<file path="config.mk">
export PLATFORM = sky130hd
export DESIGN_NAME = seq_restoring_divider
export DESIGN_NICKNAME = d
export VERILOG_FILES = /design/src/rtl/seq_restoring_divider.sv
export SDC_FILE = /design/constraint.sdc
export NUM_CORES = 1
export LEC_CHECK = 0
export ABC_AREA = 1
export CAP_MARGIN = 20
export CORE_MARGIN = 2
export CORE_UTILIZATION = 40
export DETAILED_ROUTE_END_ITERATION = 10
export PLACE_DENSITY = 0.62
export RECOVER_POWER = 25
export SLEW_MARGIN = 15
export SYNTH_ARGS = -nofsm -noshare
export SYNTH_HDL_FRONTEND = slang
export SYNTH_SLANG_ARGS = --single-unit
</file>
<file path="constraint.sdc">
create_clock -name clk -period 1.8 [get_ports clk]
set_input_delay 0.18 -clock clk [delete_from_list [all_inputs] [get_ports clk]]
set_output_delay 0.18 -clock clk [all_outputs]
set_load 0.1 [all_outputs]
</file>
<file path="src/rtl/seq_restoring_divider.sv">
// Multi-cycle restoring divider: one quotient bit per clock, start/busy/done handshake, divide-by-zero flag.
// Optional build macro DIV_SIGNED_EN selects two's-complement (truncating) division on the same datapath.
module seq_restoring_divider #(
   parameter int WIDTH = 8,
   parameter int CNT_W = $clog2(WIDTH) + 1
) (
   input  logic             clk,
   input  logic             rst,
   input  logic             start,
   input  logic [WIDTH-1:0] A,
   input  logic [WIDTH-1:0] B,
   output logic             busy,
   output logic             done,
   output logic [WIDTH-1:0] Q,
   output logic [WIDTH-1:0] R,
   output logic             div_by_zero
);

   typedef enum logic [1:0] {S_IDLE, S_CALC, S_DONE} state_t;

   state_t           state_q, state_d;
   logic [CNT_W-1:0] cnt_q, cnt_d;
   logic [WIDTH-1:0] p_q, p_d;
   logic [WIDTH-1:0] d_q, d_d;
   logic [WIDTH-1:0] b_q, b_d;
   logic             zero_q, zero_d;
   logic [WIDTH-1:0] q_q, q_d;
   logic [WIDTH-1:0] r_q, r_d;
   logic             dbz_q, dbz_d;
`ifdef DIV_SIGNED_EN
   logic             neg_a_q, neg_a_d;
   logic             neg_q_q, neg_q_d;

   function automatic logic [WIDTH-1:0] magnitude(input logic [WIDTH-1:0] v);
      return v[WIDTH-1] ? (~v + 1'b1) : v;
   endfunction

   function automatic logic [WIDTH-1:0] apply_sign(input logic [WIDTH-1:0] v, input logic neg);
      return neg ? (~v + 1'b1) : v;
   endfunction
`endif

   logic             accept;
   logic             last_step;
   logic [WIDTH:0]   shifted;
   logic             borrow;
   logic [WIDTH-1:0] p_step;
   logic [WIDTH-1:0] d_step;

   assign accept    = start && ((state_q == S_IDLE) || (state_q == S_DONE));
   assign last_step = (state_q == S_CALC) && (cnt_q == '0);

   // The kept remainder is always below B, so it fits in WIDTH bits; the
   // subtraction is taken modulo 2^WIDTH and the borrow from a full compare.
   always_comb begin
      shifted = {p_q, d_q[WIDTH-1]};
      borrow  = (shifted < {1'b0, b_q});
      p_step  = borrow ? shifted[WIDTH-1:0] : (shifted[WIDTH-1:0] - b_q);
      d_step  = {d_q[WIDTH-2:0], ~borrow};
   end

   always_ff @(posedge clk) begin
      if (rst) begin
         state_q <= S_IDLE;
      end else begin
         state_q <= state_d;
      end
   end

   always_comb begin
      state_d = state_q;
      case (state_q)
         S_IDLE:  state_d = accept ? S_CALC : S_IDLE;
         S_CALC:  state_d = (cnt_q == '0) ? S_DONE : S_CALC;
         S_DONE:  state_d = accept ? S_CALC : S_IDLE;
         default: state_d = S_IDLE;
      endcase
   end

   always_comb begin
      busy = (state_q == S_CALC);
      done = (state_q == S_DONE);
   end

   // A zero divisor is loaded with a zero step count, so it finishes on the next edge.
   always_comb begin
      cnt_d  = cnt_q;
      p_d    = p_q;
      d_d    = d_q;
      b_d    = b_q;
      zero_d = zero_q;
      q_d    = q_q;
      r_d    = r_q;
      dbz_d  = dbz_q;
`ifdef DIV_SIGNED_EN
      neg_a_d = neg_a_q;
      neg_q_d = neg_q_q;
`endif
      if (accept) begin
         cnt_d  = (B == '0) ? '0 : CNT_W'(WIDTH - 1);
         zero_d = (B == '0);
         p_d    = '0;
`ifdef DIV_SIGNED_EN
         d_d     = magnitude(A);
         b_d     = magnitude(B);
         neg_a_d = A[WIDTH-1];
         neg_q_d = A[WIDTH-1] ^ B[WIDTH-1];
`else
         d_d = A;
         b_d = B;
`endif
      end else if (state_q == S_CALC) begin
         cnt_d = cnt_q - 1'b1;
         p_d   = p_step;
         d_d   = d_step;
         if (last_step) begin
            dbz_d = zero_q;
            if (zero_q) begin
               q_d = '1;
`ifdef DIV_SIGNED_EN
               r_d = apply_sign(d_q, neg_a_q);
`else
               r_d = d_q;
`endif
            end else begin
`ifdef DIV_SIGNED_EN
               q_d = apply_sign(d_step, neg_q_q);
               r_d = apply_sign(p_step, neg_a_q);
`else
               q_d = d_step;
               r_d = p_step;
`endif
            end
         end
      end
   end

   always_ff @(posedge clk) begin
      if (rst) begin
         cnt_q  <= '0;
         p_q    <= '0;
         d_q    <= '0;
         b_q    <= '0;
         zero_q <= 1'b0;
         q_q    <= '0;
         r_q    <= '0;
         dbz_q  <= 1'b0;
`ifdef DIV_SIGNED_EN
         neg_a_q <= 1'b0;
         neg_q_q <= 1'b0;
`endif
      end else begin
         cnt_q  <= cnt_d;
         p_q    <= p_d;
         d_q    <= d_d;
         b_q    <= b_d;
         zero_q <= zero_d;
         q_q    <= q_d;
         r_q    <= r_d;
         dbz_q  <= dbz_d;
`ifdef DIV_SIGNED_EN
         neg_a_q <= neg_a_d;
         neg_q_q <= neg_q_d;
`endif
      end
   end

   assign Q           = q_q;
   assign R           = r_q;
   assign div_by_zero = dbz_q;

endmodule

</file>
Word level (Yosys, flattened, before mapping). Cells that the tools add are included.

Bits in registers: 48. Bits of input ports: 19. Output and inout port bits: 19. Word-level logic and storage cells: 37.

Add/subtract/negate cells: 2. Order comparisons: 1. Eq/ne operators: 2. Muxes and demuxes: 11. Bitwise gates (word level): 2. Reduce and logical (&&, ||, !) cells: 10.

Operators with widths (count): $mux 8 (5); $lt 9x8->1 (1); $logic_not 8->1 (1); $mux 4 (2); $sub 8x8->8 (1); $logic_not 4->1 (1); $pmux 2 s2 (1); $reduce_or 2->1 (2); $sub 4x1->4 const B (1); $mux 3 (1); $reduce_and 3->1 (1); $eq 2x1->1 const B (1); $eq 2x2->1 const B (1); $logic_and 1x1->1 (2); $logic_not 2->1 (1); $mux 2 (1); $not 1->1 (2); $reduce_bool 2->1 (1); $logic_or 1x1->1 (1); $mux 1 (1).

Depth between registers and ports, before layout. Gate-level depths: netlist of the first run.

Depth after elaboration: 5. Gate-level depth with buffers: 13. Gate-level depth less buffers: 13.

Worst setup path before layout of the first run. OpenSTA, ideal clock, no wires.

Path kind: reg2reg. From: register state_q[0]. To: register d_q[1]. Library setup time: 0.186 ns. Data arrival time: 1.779 ns. Path slack: -0.166 ns. Cell stages (with the launch flop): 5. Buffers on the path: 1. Cell sequence: dfxtp_1 inv_2 nor2_2 clkbuf_1 a221oi_1.

RTL lines: start, declared (line 21) `state_t state_q, state_d;`; start signal, assigned (line 66) `state_q <= state_d;`; $eq 2x1->1; named net busy (line 12) `output logic busy,`; $reduce_bool 2->1 (no line); end signal, assigned (line 142) `d_q <= '0;`; end signal, assigned (line 155) `d_q <= d_d;`; end, declared (line 24) `logic [WIDTH-1:0] d_q, d_d;`.

The timed path passes the listed nets, and every way through them passes these cells. A chain may end at the register's enable or synchronous reset.

Worst setup path after layout of the first run.
From: register p_q[5]. To: register p_q[0].

Cells in the longest elaborated chain, start to end: 2.

RTL lines: start, declared (line 23) `logic [WIDTH-1:0] p_q, p_d;`; start signal, assigned (line 154) `p_q <= p_d;`; $lt 9x8->1 (line 57) `borrow = (shifted < {1'b0, b_q});`; $mux 8 (line 58) `p_step = borrow ? shifted[WIDTH-1:0] : (shifted[WIDTH-1:0] - b_q);`.

No other way between the ends.

==> impl_metrics.ini, run 1 <==
[status]
status = complete, no violations

[clocking]
htreeDepth = 2
insertion_delay_ps = 300
clockBufferDepth = 2
clkTransAtPathRegs_ps = 100
root_buffer = clkbuf_8
clock_sinks = 48
cts_tree = done
cts_hold_buf = 0
numCtsBuffers = 5

[placement]
dp_worst_setup_slack_ps = 4.96
io_buffer_count = 37
gp_congestion = 0.893
dp_hpwl_um = 4530
dpl_cell_area_mm2 = 0.00296

[power_and_ir_drop]
leakage_nw = 1.44
power_density_mw_per_mm2 = 1130
peakVddDrop_mv = 0.650

[floorplanning]
std_cell_rows = 28
die_w_um = 82.4
core_mm2 = 0.00592
die_y_um = 82.4
start_util_pct = 41.5
num_io_pins = 38
die_area_mm2 = 0.00678

[sta]
skew_ps = 10.4
slew_viol_final = 0
clock.fmax_ghz = 0.596
fin_ws_ps = 123
finalHoldViolCount = 0
post-route-period-util_pct = 93.2
setup_violations = 0
worst_slew_pin_slew_ps = 540
min_period_ps = 1680
relSlewSlack_pct = 64.1

[critical_path]
cpMostUsedCell = nand2_1
reg2regPathDepth = 10
critPathKind = flip-flop to flip-flop
critPathBufInv = 2
critPathCaptureType = flip-flop
cp_slowest_cell = dfxtp_1
path_cells = ha_4, nand2_1, nand2_1, a21oi_2, nand3_2, buf_6, nand2_1, o21ai_2, o21ai_1, inv_1
r2r_start = p_q[5]
crit_required_ps = 2000
worst_setup_path_start_kind = flip-flop
reg2reg_to = p_q[0]
r2r_slack_ps = 120
crit_fanout = 8
arrival_ps = 1870
crit_family = flip-flops
cpPeakStageDelay_ps = 410

[hold_path]
worstHoldPathCells = 3
holdCritStartpoint = A[5]
hp-class = input pin to flip-flop
whs_endpoint = d_q[5]

[logic_synthesis]
yosys.cell_types.count = 30
syn_avg_cell_area_um2 = 7.31
yosysWarnings = 0
synth_area_mm2 = 0.00246
yosys.area.top_type = dfxtp_1
syn-num-nets = 366
yosysSeqAreaShare_pct = 39.1
syn-instance-count = 336
ys_seq_elements = 48
yosys-top-cells-area = dfxtp_1, nand2_1, inv_1
netlist.area_leader.share_pct = 39.1

[global_routing]
grt_overflow_total = 0
grt_pass1_vias = 2103
grtUsageTotal_pct = 18.8
grt_pass1_wl_um = 9760
grt_max_degree = 19
antenna_found_initial = 0

[routing]
via_count = 2317
drt_wl_total_um = 5850
detail_route.wl_per_cell_um = 12.7
antenna_left = 0
first_pass_iters = 4
viasPerCell = 5.03
drtIter0Drc = 99
drc = 0

[finish]
nets = 415
finalInstanceArea_mm2 = 0.00316
antenna_cells = 0
layout-drive-gt1-share_pct = 25.1
area_growth_syn_to_layout_pct = 28.8

[flow_run]
drv_cap = 0
where the power goes:
part | internal, mW | total (mW) | switching (mW) | leakage, nW
clock | 0.419 | 0.810 | 0.391 | 0.0548
sequential | 1.18 | 1.26 | 0.0765 | 0.395
combinational | 0.524 | 1.51 | 0.984 | 0.985
total | 2.12 | 3.57 | 1.45 | 1.44
how the worst max path moves through the flow:
stage,start,end,cells past startpoint
after floorplan,state_q[1],done,2
after detailed placement,d_q[7],R[4],10
after global placement,d_q[7],R[4],10
after CTS,p_q[3],p_q[0],12
after global routing,p_q[1],p_q[0],12
final,p_q[5],p_q[0],10
worst register-to-register path, delay by kind of cell, from the launching register on:
kind            cells  cell delay (ps)
flops               1              410
compound gates      3              350
simple gates        4              340
fa+ha+maj           1              240
buf+inv             2              220
flip-flops by register name, indices dropped and copies added (netlist names):
register	flops
Q	8
R	8
b_q	8
cnt_q	4
d_q	8
div_by_zero	1
p_q	8
state_q	2
zero_q	1
per-stage QoR:
| stage | setup TNS (ps) | power [mW] | std cells | hold slack [ps] | utilization (%) |
|---|---|---|---|---|---|
| 6_report | 0 | 3.57 | 461 | 444 | 53.4 |
| 5_1_grt | -9.74 | 3.80 | 461 | 467 | 53.4 |
| 2_1_floorplan | 0 | 2.35 | 336 | 335 | - |
| 4_1_cts | 0 | 3.52 | 460 | 442 | 51.9 |
| 3_3_place_gp | 0 | 2.70 | 452 | 453 | 49.9 |
| 3_5_place_dp | 0 | 2.71 | 452 | 462 | 49.9 |
synthesized netlist by cell type:
library cell	instances
nor3_1	2
xnor2_1	3
nand2_2	8
buf_2	1
nor2_1	21
clkbuf_1	10
nor2_2	3
clkinv_1	2
o21ai_0	30
dfxtp_1	48
inv_1	43
a31oi_1	4
inv_2	7
or2_1	3
a21oi_2	8
nand2_1	60
ha_1	10
nand3_2	3
a211oi_1	2
nand3_1	8
o21ai_1	12
fa_1	1
o22ai_1	1
nand3b_1	2
buf_12	1
nor4_1	2
o21ai_2	4
a21oi_1	31
a221oi_1	5
nand4_1	1
cell usage in the layout (no fill, tap or decap), types with 6 or more instances in the layout:
master	count
dfxtp_1	44
a21oi_1	29
buf_4	23
ha_4	6
nor2_1	20
inv_1	40
o21ai_0	30
a21oi_2	10
inv_2	10
nand3_1	8
nand2_2	9
nand2_1	59
o21ai_1	11
clkbuf_2	9
clkdlybuf4s50_1	18
cells by family (layout without fill, tap and decap cells):
| group | after synthesis | in the layout | synth area share (%) |
|---|---|---|---|
| flip-flops | 48 | 48 | 39.1 |
| XOR/XNOR | 3 | 3 | 1.07 |
| AND/OR/NAND/NOR | 113 | 113 | 20.6 |
| AO/OA/AOI/OAI | 97 | 97 | 22.8 |
| buffers and inverters | 64 | 114 | 10.5 |
| adder cells (fa/ha/maj) | 11 | 11 | 5.91 |
per-layer routing:
layer	global-route usage [%]	wire length [um]
met4	5.50	72
met5	0	0
met3	3.15	242
met2	30.7	2740
met1	25.5	2800
cell type report:
class	instances	area, um2
multi-input combinational	224	1340
fill	581	2760
sequential	48	966
inverter	52	195
clock buffer	5	68.8
clock inverter	3	46.3
timing repair buffer	54	453
tap	75	93.8
what timing repair did:
| action | 4_1_cts | 5_1_grt |
|---|---|---|
| resized for setup | 1 | 22 |
| pin swaps | 1 | 5 |
| buffers inserted | 0 | 1 |
| endpoints found under the setup margin | 1 | 17 |
(Power assumes the default switching activity.)
==> run 2, diff against run 1 <==
--- a/config.mk
+++ b/config.mk
@@ -12,7 +12,6 @@
 export DETAILED_ROUTE_END_ITERATION = 10
 export PLACE_DENSITY = 0.62
 export RECOVER_POWER = 25
-export SLEW_MARGIN = 15
 export SYNTH_ARGS = -nofsm -noshare
 export SYNTH_HDL_FRONTEND = slang
 export SYNTH_SLANG_ARGS = --single-unit
==> results of run 2 <==
Final layout, timing and power as in run 1 (identical DEF).
